<file path="config.mk">
export PLATFORM = sky130hd
export DESIGN_NAME = dummy_top
export DESIGN_NICKNAME = d
export VERILOG_FILES = /design/src/rtl/dummy_top_pkg.sv /design/src/rtl/uart_tx_8n1.sv /design/src/rtl/dummy_top.sv
export SDC_FILE = /design/constraint.sdc
export NUM_CORES = 1
export LEC_CHECK = 0
export BUFFER_PORTS_ARGS = -buffer_cell sky130_fd_sc_hd__buf_2
export CORE_MARGIN = 10
export CORE_UTILIZATION = 50
export DETAILED_ROUTE_END_ITERATION = 10
export GPL_TIMING_DRIVEN = 1
export PLACE_DENSITY = 0.61
export SETUP_SLACK_MARGIN = 0.2
export SYNTH_ARGS = -nofsm -noshare
export SYNTH_HDL_FRONTEND = slang
export SYNTH_SLANG_ARGS = --single-unit
</file>
<file path="constraint.sdc">
create_clock -name clk -period 3.9 [get_ports clk]
set_clock_uncertainty 0.15 [all_clocks]
set_input_delay 0.195 -clock clk [delete_from_list [all_inputs] [get_ports clk]]
set_output_delay 0.195 -clock clk [all_outputs]
set_load 0.01 [all_outputs]
</file>
<file path="src/rtl/dummy_top_pkg.sv">
// Shared types and constants for the board bring-up top.
// Holds the banner ROM contents, the sequencer and UART TX state encodings.
package dummy_top_pkg;

  localparam int unsigned MSG_LEN = 12;

  // "MSPU alive\r\n"
  localparam logic [7:0] MSG [MSG_LEN] = '{
    8'h4D, 8'h53, 8'h50, 8'h55, 8'h20, 8'h61,
    8'h6C, 8'h69, 8'h76, 8'h65, 8'h0D, 8'h0A
  };

  typedef enum logic [1:0] {LOAD, SEND, GAP} seq_state_t;

  typedef enum logic [1:0] {IDLE, START, DATA, STOP} tx_state_t;

endpackage

</file>
<file path="src/rtl/uart_tx_8n1.sv">
// 8N1 UART transmitter.
// Ports:
//   clk, reset  - system clock, synchronous active-high reset
//   start       - sampled each edge while idle or on the last stop-bit clock
//   data[7:0]   - byte captured on the edge that samples start
//   tx          - registered serial line, idle high
//   busy        - high while a frame is in progress
//   done        - one-cycle pulse on the last clock of the stop bit
// A start presented during the done cycle chains the next frame with no idle gap.
module uart_tx_8n1
  import dummy_top_pkg::*;
#(
  parameter int unsigned CLKS_PER_BIT = 868
) (
  input  logic       clk,
  input  logic       reset,
  input  logic       start,
  input  logic [7:0] data,
  output logic       tx,
  output logic       busy,
  output logic       done
);

  localparam int unsigned CNT_W = (CLKS_PER_BIT > 1) ? $clog2(CLKS_PER_BIT) : 1;
  localparam logic [CNT_W-1:0] CNT_LAST = CNT_W'(CLKS_PER_BIT - 1);
  localparam logic [CNT_W-1:0] CNT_PRE  = CNT_W'(CLKS_PER_BIT - 2);

  tx_state_t        state_q, state_d;
  logic [CNT_W-1:0] cnt_q, cnt_d;
  logic [2:0]       bit_q, bit_d;
  logic [7:0]       shreg_q, shreg_d;
  logic             tx_q, tx_d;
  logic             busy_q, busy_d;
  logic             done_q, done_d;

  // State and output registers
  always_ff @(posedge clk) begin
    if (reset) begin
      state_q <= IDLE;
      cnt_q   <= '0;
      bit_q   <= '0;
      shreg_q <= '0;
      tx_q    <= 1'b1;
      busy_q  <= 1'b0;
      done_q  <= 1'b0;
    end else begin
      state_q <= state_d;
      cnt_q   <= cnt_d;
      bit_q   <= bit_d;
      shreg_q <= shreg_d;
      tx_q    <= tx_d;
      busy_q  <= busy_d;
      done_q  <= done_d;
    end
  end

  // Next-state and next-output logic
  always_comb begin
    state_d = state_q;
    cnt_d   = cnt_q;
    bit_d   = bit_q;
    shreg_d = shreg_q;
    tx_d    = tx_q;
    done_d  = 1'b0;

    unique case (state_q)
      IDLE: begin
        if (start) begin
          state_d = START;
          cnt_d   = '0;
          shreg_d = data;
          tx_d    = 1'b0;
        end
      end
      START: begin
        if (cnt_q == CNT_LAST) begin
          state_d = DATA;
          cnt_d   = '0;
          bit_d   = '0;
          tx_d    = shreg_q[0];
        end else begin
          cnt_d = cnt_q + CNT_W'(1);
        end
      end
      DATA: begin
        if (cnt_q == CNT_LAST) begin
          cnt_d = '0;
          if (bit_q == 3'd7) begin
            state_d = STOP;
            tx_d    = 1'b1;
          end else begin
            bit_d   = bit_q + 3'd1;
            shreg_d = shreg_q >> 1;
            tx_d    = shreg_q[1];
          end
        end else begin
          cnt_d = cnt_q + CNT_W'(1);
        end
      end
      STOP: begin
        // done is registered, so raise it one clock early to land on the last stop clock
        done_d = (cnt_q == CNT_PRE);
        if (cnt_q == CNT_LAST) begin
          cnt_d = '0;
          if (start) begin
            state_d = START;
            shreg_d = data;
            tx_d    = 1'b0;
          end else begin
            state_d = IDLE;
          end
        end else begin
          cnt_d = cnt_q + CNT_W'(1);
        end
      end
      default: state_d = IDLE;
    endcase

    busy_d = (state_d != IDLE);
  end

  assign tx   = tx_q;
  assign busy = busy_q;
  assign done = done_q;

endmodule

</file>
<file path="src/rtl/dummy_top.sv">
// Arty bring-up top: after reset, repeatedly sends "MSPU alive\r\n" on uart_tx
// (8N1), with GAP_CYCLES idle-high clocks between banners. GAP_CYCLES must be >= 2.
// Ports:
//   clk      - system clock
//   reset    - synchronous active-high reset
//   uart_tx  - registered UART serial output, idle high
module dummy_top
  import dummy_top_pkg::*;
#(
  parameter int unsigned CLK_HZ     = 100_000_000,
  parameter int unsigned BAUD       = 115_200,
  parameter int unsigned GAP_CYCLES = 1_000_000
) (
  input  logic clk,
  input  logic reset,
  output logic uart_tx
);

  localparam int unsigned CLKS_PER_BIT = CLK_HZ / BAUD;
  localparam int unsigned IDX_W = $clog2(MSG_LEN);
  localparam int unsigned GAP_W = (GAP_CYCLES > 1) ? $clog2(GAP_CYCLES) : 1;
  localparam logic [IDX_W-1:0] LAST_IDX = IDX_W'(MSG_LEN - 1);
  // GAP holds for GAP_CYCLES-1 clocks; the LOAD clock that follows completes the gap
  localparam logic [GAP_W-1:0] GAP_END  = GAP_W'(GAP_CYCLES - 2);

  seq_state_t       state_q, state_d;
  logic [IDX_W-1:0] index_q, index_d;
  logic [GAP_W-1:0] gap_q, gap_d;
  logic             ready_q;
  logic             start_c;
  logic [7:0]       data_c;
  logic             tx_busy;
  logic             tx_done;

  uart_tx_8n1 #(
    .CLKS_PER_BIT(CLKS_PER_BIT)
  ) u_tx (
    .clk   (clk),
    .reset (reset),
    .start (start_c),
    .data  (data_c),
    .tx    (uart_tx),
    .busy  (tx_busy),
    .done  (tx_done)
  );

  // Sequencer registers; ready_q holds off the first start for one clock after reset release
  always_ff @(posedge clk) begin
    if (reset) begin
      state_q <= LOAD;
      index_q <= '0;
      gap_q   <= '0;
      ready_q <= 1'b0;
    end else begin
      state_q <= state_d;
      index_q <= index_d;
      gap_q   <= gap_d;
      ready_q <= 1'b1;
    end
  end

  // Sequencer next state; the next byte is started in the done cycle to keep frames gapless
  always_comb begin
    state_d = state_q;
    index_d = index_q;
    gap_d   = gap_q;
    start_c = 1'b0;
    data_c  = MSG[index_q];

    unique case (state_q)
      LOAD: begin
        if (ready_q && !tx_busy) begin
          start_c = 1'b1;
          state_d = SEND;
        end
      end
      SEND: begin
        if (tx_done) begin
          if (index_q == LAST_IDX) begin
            state_d = GAP;
            gap_d   = '0;
          end else begin
            index_d = index_q + IDX_W'(1);
            data_c  = MSG[index_d];
            start_c = 1'b1;
          end
        end
      end
      GAP: begin
        if (gap_q == GAP_END) begin
          state_d = LOAD;
          index_d = '0;
        end else begin
          gap_d = gap_q + GAP_W'(1);
        end
      end
      default: state_d = LOAD;
    endcase
  end

endmodule

</file>
* Word-level counts from Yosys, hierarchy flattened
Memories as Yosys holds them, arrays and structs flattened. Cells that the tools add are included.
Storage, ports and cells: word-level logic and storage cells 109, bits in latches 0, bits of input ports 2, memory bits (writable) 0, register bits 53, memories kept 2, ROM bits 256
Memories:
- (name not given) | words 16, bits a word 8, read ports 1, clocked after Yosys merged registers in 0, write ports 0, RTL line dummy_top.sv:84 | data_c = MSG[index_d];
- (name not given) | words 16, bits a word 8, read ports 1, clocked after Yosys merged registers in 0, write ports 0, RTL line dummy_top.sv:68 | data_c = MSG[index_q];
Operators by class: shifts and indexed selects 0, divide/modulo/power cells 0, magnitude comparators 2, $add $sub $neg 4, equal/unequal tests 21, multipliers 0, muxes and demuxes 50, bitwise logic cells 3, reduce and logical (&&, ||, !) cells 16
Operator list (number):
- two-way mux 8 bit | 11
- two-way mux 20 bit | 3
- one-hot mux 20 bit (2 select lines) | 1
- one-hot mux 8 bit (3 select lines) | 1
- adder 20 x 1 -> 20 bit, second input constant | 1
- == test 10 bit, second input constant | 2
- == test 20 bit, second input constant | 1
- two-way mux 10 bit | 2
- one-hot mux 10 bit (2 select lines) | 1
- AND reduction 4 bit | 5
- two-way mux 2 bit | 9
- != test 2 bit, second input constant | 7
- two-way mux 4 bit | 3
- adder 10 x 1 -> 10 bit, second input constant | 1
- greater-or-equal comparator 5 bit, second input constant | 2
- two-way mux 1 bit | 10
- inverter 4 -> 5 bit | 2
- two-way mux 3 bit | 3
- != test 2 x 1 -> 1 bit, second input constant | 4
- one-hot mux 2 bit (4 select lines) | 1
- one-hot mux 4 bit (2 select lines) | 1
- == test 2 bit, second input constant | 3
- one-hot mux 2 bit (3 select lines) | 1
- one-hot mux 3 bit (2 select lines) | 1
- other kinds (16) | 20

* Longest topological paths before layout
depth in word-level cells 11, gate-level depth with buffers 9, depth with buffers taken out 8

* Modules after synthesis
Synthesis repeated with hierarchy kept, for this count alone.
Unflattened totals: cell total of the unflattened synthesis 407, area total of the unflattened synthesis 3505.9 sq um
By module, submodules not included:
- dummy_top | seq. area each 540.5 sq um, instances 1, cells an instance 240, area each 2019.4 sq um
- uart_tx_8n1 | seq. area each 520.5 sq um, instances 1, cells an instance 167, area each 1486.4 sq um

* Least setup slack after synthesis
Ideal clock, no wire load.
path type register to register, start reg index_q[0], end reg gap_q[0], slack 1626 ps, setup time 128 ps, data arrival time 1996 ps, cell stages (with the launch flop) 10, data required time 3622 ps, path buffers 4, clock period less this slack 2274 ps, path through dfxtp_1 > ha_1 > and3b_1 > clkbuf_1 > nand3_1 > clkbuf_1 > nand2_1 > buf_2 > buf_1 > nor2_1
On the way: cells in the longest elaborated chain, start to end 3
Ends and longest elaborated chain:
- from (decl) | RTL line dummy_top.sv:27 | logic [IDX_W-1:0] index_q, index_d;
- from (signal assigned) | RTL line dummy_top.sv:56 | index_q <= index_d;
- == test 4 bit | RTL line dummy_top.sv:79 | if (index_q == LAST_IDX) begin
- != test 2 bit (no source line)
- AND reduction 4 bit (no source line)
- to (signal assigned) | RTL line dummy_top.sv:57 | gap_q <= gap_d;
- to (decl) | RTL line dummy_top.sv:28 | logic [GAP_W-1:0] gap_q, gap_d;
Every way passes these cells. A chain may end at the register's enable or synchronous reset.

* Worst setup path after layout
start reg index_q[1], end reg gap_q[18]
Same word-level chain as after synthesis.

==> results.md <==
* Post-synth EDFFs at 0
* Total CTS buffers at 5
* Worst Hold End: index_q[2]
* GR Overflow Total at 0
* Layout cell share with drive strength beyond 1 at 0.0483
* Area Growth Syn to Fin at 4.88%
* Worst slack at placement at 1.14 ns
* FF-to-FF End: gap_q[18]
* Number of fill cells at 562
* Standard-cell rows at 28
* WHS Path Cells at 2
* Status: finished, final reports clean
* Die Area at 0.00962 mm²
* Syn avg cell area at 8.02 µm²
* Port Buf Inserts at 2
* Initial DRC Count at approximately 240
* I/O Pins at 3
* Crit path DAT at 2.86 ns
* Root buffer cell: clkbuf_8
* Yosys reg bits at 52
* Clock power frac at 0.362
* First-pass GRT wire length at ~11,000 µm
* CP max-delay cell: a2111oi_0
* Crit path time final at 2.84 ns
* Net Sw Frac at 0.259
* FMAX at 353 MHz
* Leading area contributor after synthesis: dfxtp_1
* HP Start: reset
* Setup TNS at 0 ns
* Post-route ant nets at 0
* Asr flop ratio synth at 0
* Crit end category: flip-flop
* Cts hold-fix bufs at 0
* Die X at 98.1 µm
* Routed vias/inst at 5.86
* Final GP Congestion at 0.854
* Sequential cell fraction of total power at 0.524
* Pwr dens at 343 mW/mm²
* RSZ-0062 raised after global routing: no
* Net Count, Synth at 402
* Gate power share at 0.114
* Crit path cell chain: ha_1 -> and3b_1 -> nand3_1 -> a2111oi_0 -> a21o_1 -> a21oi_1
* Synth Instances at 380
* Leak at between 1 and 1.5 nW
* Routed length per instance at 14.6 µm
* RR Startpoint: index_q[1]
* Worst Tran Pin Value at 0.842 ns
* Endpoints failing setup at 0
* Switching power at 0.284 mW
* Largest net degree at the start of global routing at 26
* Crit Path Category: reg2reg
* Max cap viols at 0
* DP Wirelength at 4650 µm
* Post-synth top area share at 0.341
* Total clock sinks at 52
* DRC at 0
* Cell Area, Synth at 0.00305 mm²
* YS warnings at 0
* Startpoint types: flip-flop
* Drt first pass iters at 5
* Post-CTS resize count at 0
* DR vias at 2,624
* Antenna violations before repair at 0
* Worst-path maximum fanout at 12
* Worst reg-to-reg path cell count at 6
* Slew HR at 0.439
* Synth top cells by count: 52 x dfxtp_1, 50 x nor2_1, 32 x nand2_1
* Most numerous cell in the Yosys netlist: dfxtp_1
* Post-CTS setup buffer count at 0
* Final nets at 394
* Initial core utilization at 0.515
* Hold Crit Class: in2reg
* Buffer depth of the longest clock path at 2
* Total power at 1.10 mW
* Clock-pin transition on the worst setup and hold timing paths at 0.10 ns
* WP data required at 3.92 ns
* Worst-Skew Late Latency at 0.31 ns
* Synth top area cells: dfxtp_1 34%, ha_1 8.2%, nor2_1 6.2%
* TritonCTS clock tree: yes
* Distinct cell type count after synthesis at 56
* Final hold violation count at 0
* Final core utilization at 0.540
* Main flop type after synthesis: dfxtp_1
* Vias in the first global route at 2,360
* ANT cells at 0
* Core footprint at 0.00592 mm²
* R2r setup slk at approximately 1.1 ns
* Int Power at 0.814 mW
* Total Routing Usage GR at 0.133
* Final worst-path cycle share at 0.727
* CP max stage delay at 0.76 ns
* Final worst slack at 1.06 ns
* Worst VDD drop at 0.000161 V
* Final hold slack at between 0.1 and 0.15 ns
* H-tree Lvls at 2
* Chip Height at 98.1 µm
* Final WL at 6550 µm
* Sequential share of the synthesized area at 0.341
* Fin. max-slew vios at 0
-- cells in the final DEF (no fill, tap or decap), drive strengths merged, types with 3 or more instances in the layout --
master	instances
nand3	15
dfxtp	52
nand2b	3
or3	5
xnor2	11
inv	16
nand3b	3
nand2	32
ha	20
a211oi	7
xor2	14
nor2	50
nor3	9
o211ai	6
and2	3
nor2b	4
o31ai	3
o21a	3
a21oi	28
nor4b	3
o21ai	22
a22oi	5
clkbuf	6
a221oi	3
nand4	10
and3	12
-- critical path: cells and delay by family, from the launching register on --
family	cells	cell delay [ns]
fa+ha+maj	1	0.36
simple gates	2	0.66
flops	1	0.51
compound gates	3	1.02
-- sequential cells by signal, summed over array words and instances (netlist names) --
name,count
u_tx.cnt_q,10
u_tx.state_q,2
u_tx.tx,1
ready_q,1
state_q,2
index_q,4
u_tx.busy,1
u_tx.done,1
gap_q,20
u_tx.bit_q,3
u_tx.shreg_q,7
-- cell type report --
| class | count | area (µm²) | share of cell area |
|---|---|---|---|
| inverter | 17 | 63.8 | 0.0200 |
| clock inverter | 2 | 38.8 | 0.0121 |
| timing repair buffer | 2 | 10.0 | 0.00313 |
| multi-input combinational | 294 | 1870 | 0.584 |
| tap | 75 | 93.8 | 0.0293 |
| clock buffer | 6 | 82.6 | 0.0258 |
| sequential | 52 | 1040 | 0.326 |
-- logic make-up (layout without fill, tap and decap cells) --
group                    Yosys count  in the layout  share of synthesized area
AO/OA/AOI/OAI                     88             88                      0.180
XOR/XNOR                          25             25                     0.0718
adder cells (fa/ha/maj)           20             20                     0.0821
buffers and inverters             34             27                     0.0460
flip-flops                        52             52                      0.341
multiplexers                       2              2                    0.00698
AND/OR/NAND/NOR                  159            159                      0.272
-- layer usage --
metal	GRT usage	routed length (µm)
met5	0	0
met4	0.0403	82
met1	0.179	3300
met3	0.0268	244
met2	0.206	2920
-- power by group through the flow --
| stage | combinational, mW | sequential [mW] | clock (mW) |
|---|---|---|---|
| 5_1_grt | 0.146 | 0.578 | 0.424 |
| 4_1_cts | 0.126 | 0.575 | 0.407 |
| 3_3_place_gp | 0.124 | 0.586 | 0 |
| 2_1_floorplan | 0.101 | 0.584 | 0 |
| 6_report | 0.125 | 0.575 | 0.397 |
| 3_5_place_dp | 0.125 | 0.587 | 0 |
-- per-stage QoR --
stage                     cells  area (µm²)
after global routing        448        3200
after CTS                   448        3200
after floorplan             380        3050
after detailed placement    440        3080
final                       448        3200
after global placement      440        3080
-- how the worst max path moves through the flow --
| stage | start | end | slack [ns] | depth (start not counted) |
|---|---|---|---|---|
| 6_report | index_q[1] | gap_q[18] | 1.06 | 6 |
| 3_3_place_gp | index_q[1] | gap_q[12] | 1.20 | 6 |
| 4_1_cts | index_q[1] | gap_q[18] | 1.12 | 6 |
| 2_1_floorplan | index_q[0] | gap_q[0] | 1.63 | 9 |
| 5_1_grt | index_q[0] | gap_q[18] | 0.87 | 6 |
| 3_5_place_dp | index_q[0] | gap_q[18] | 1.14 | 6 |
Note: power is estimated with default switching activity, not from simulation.
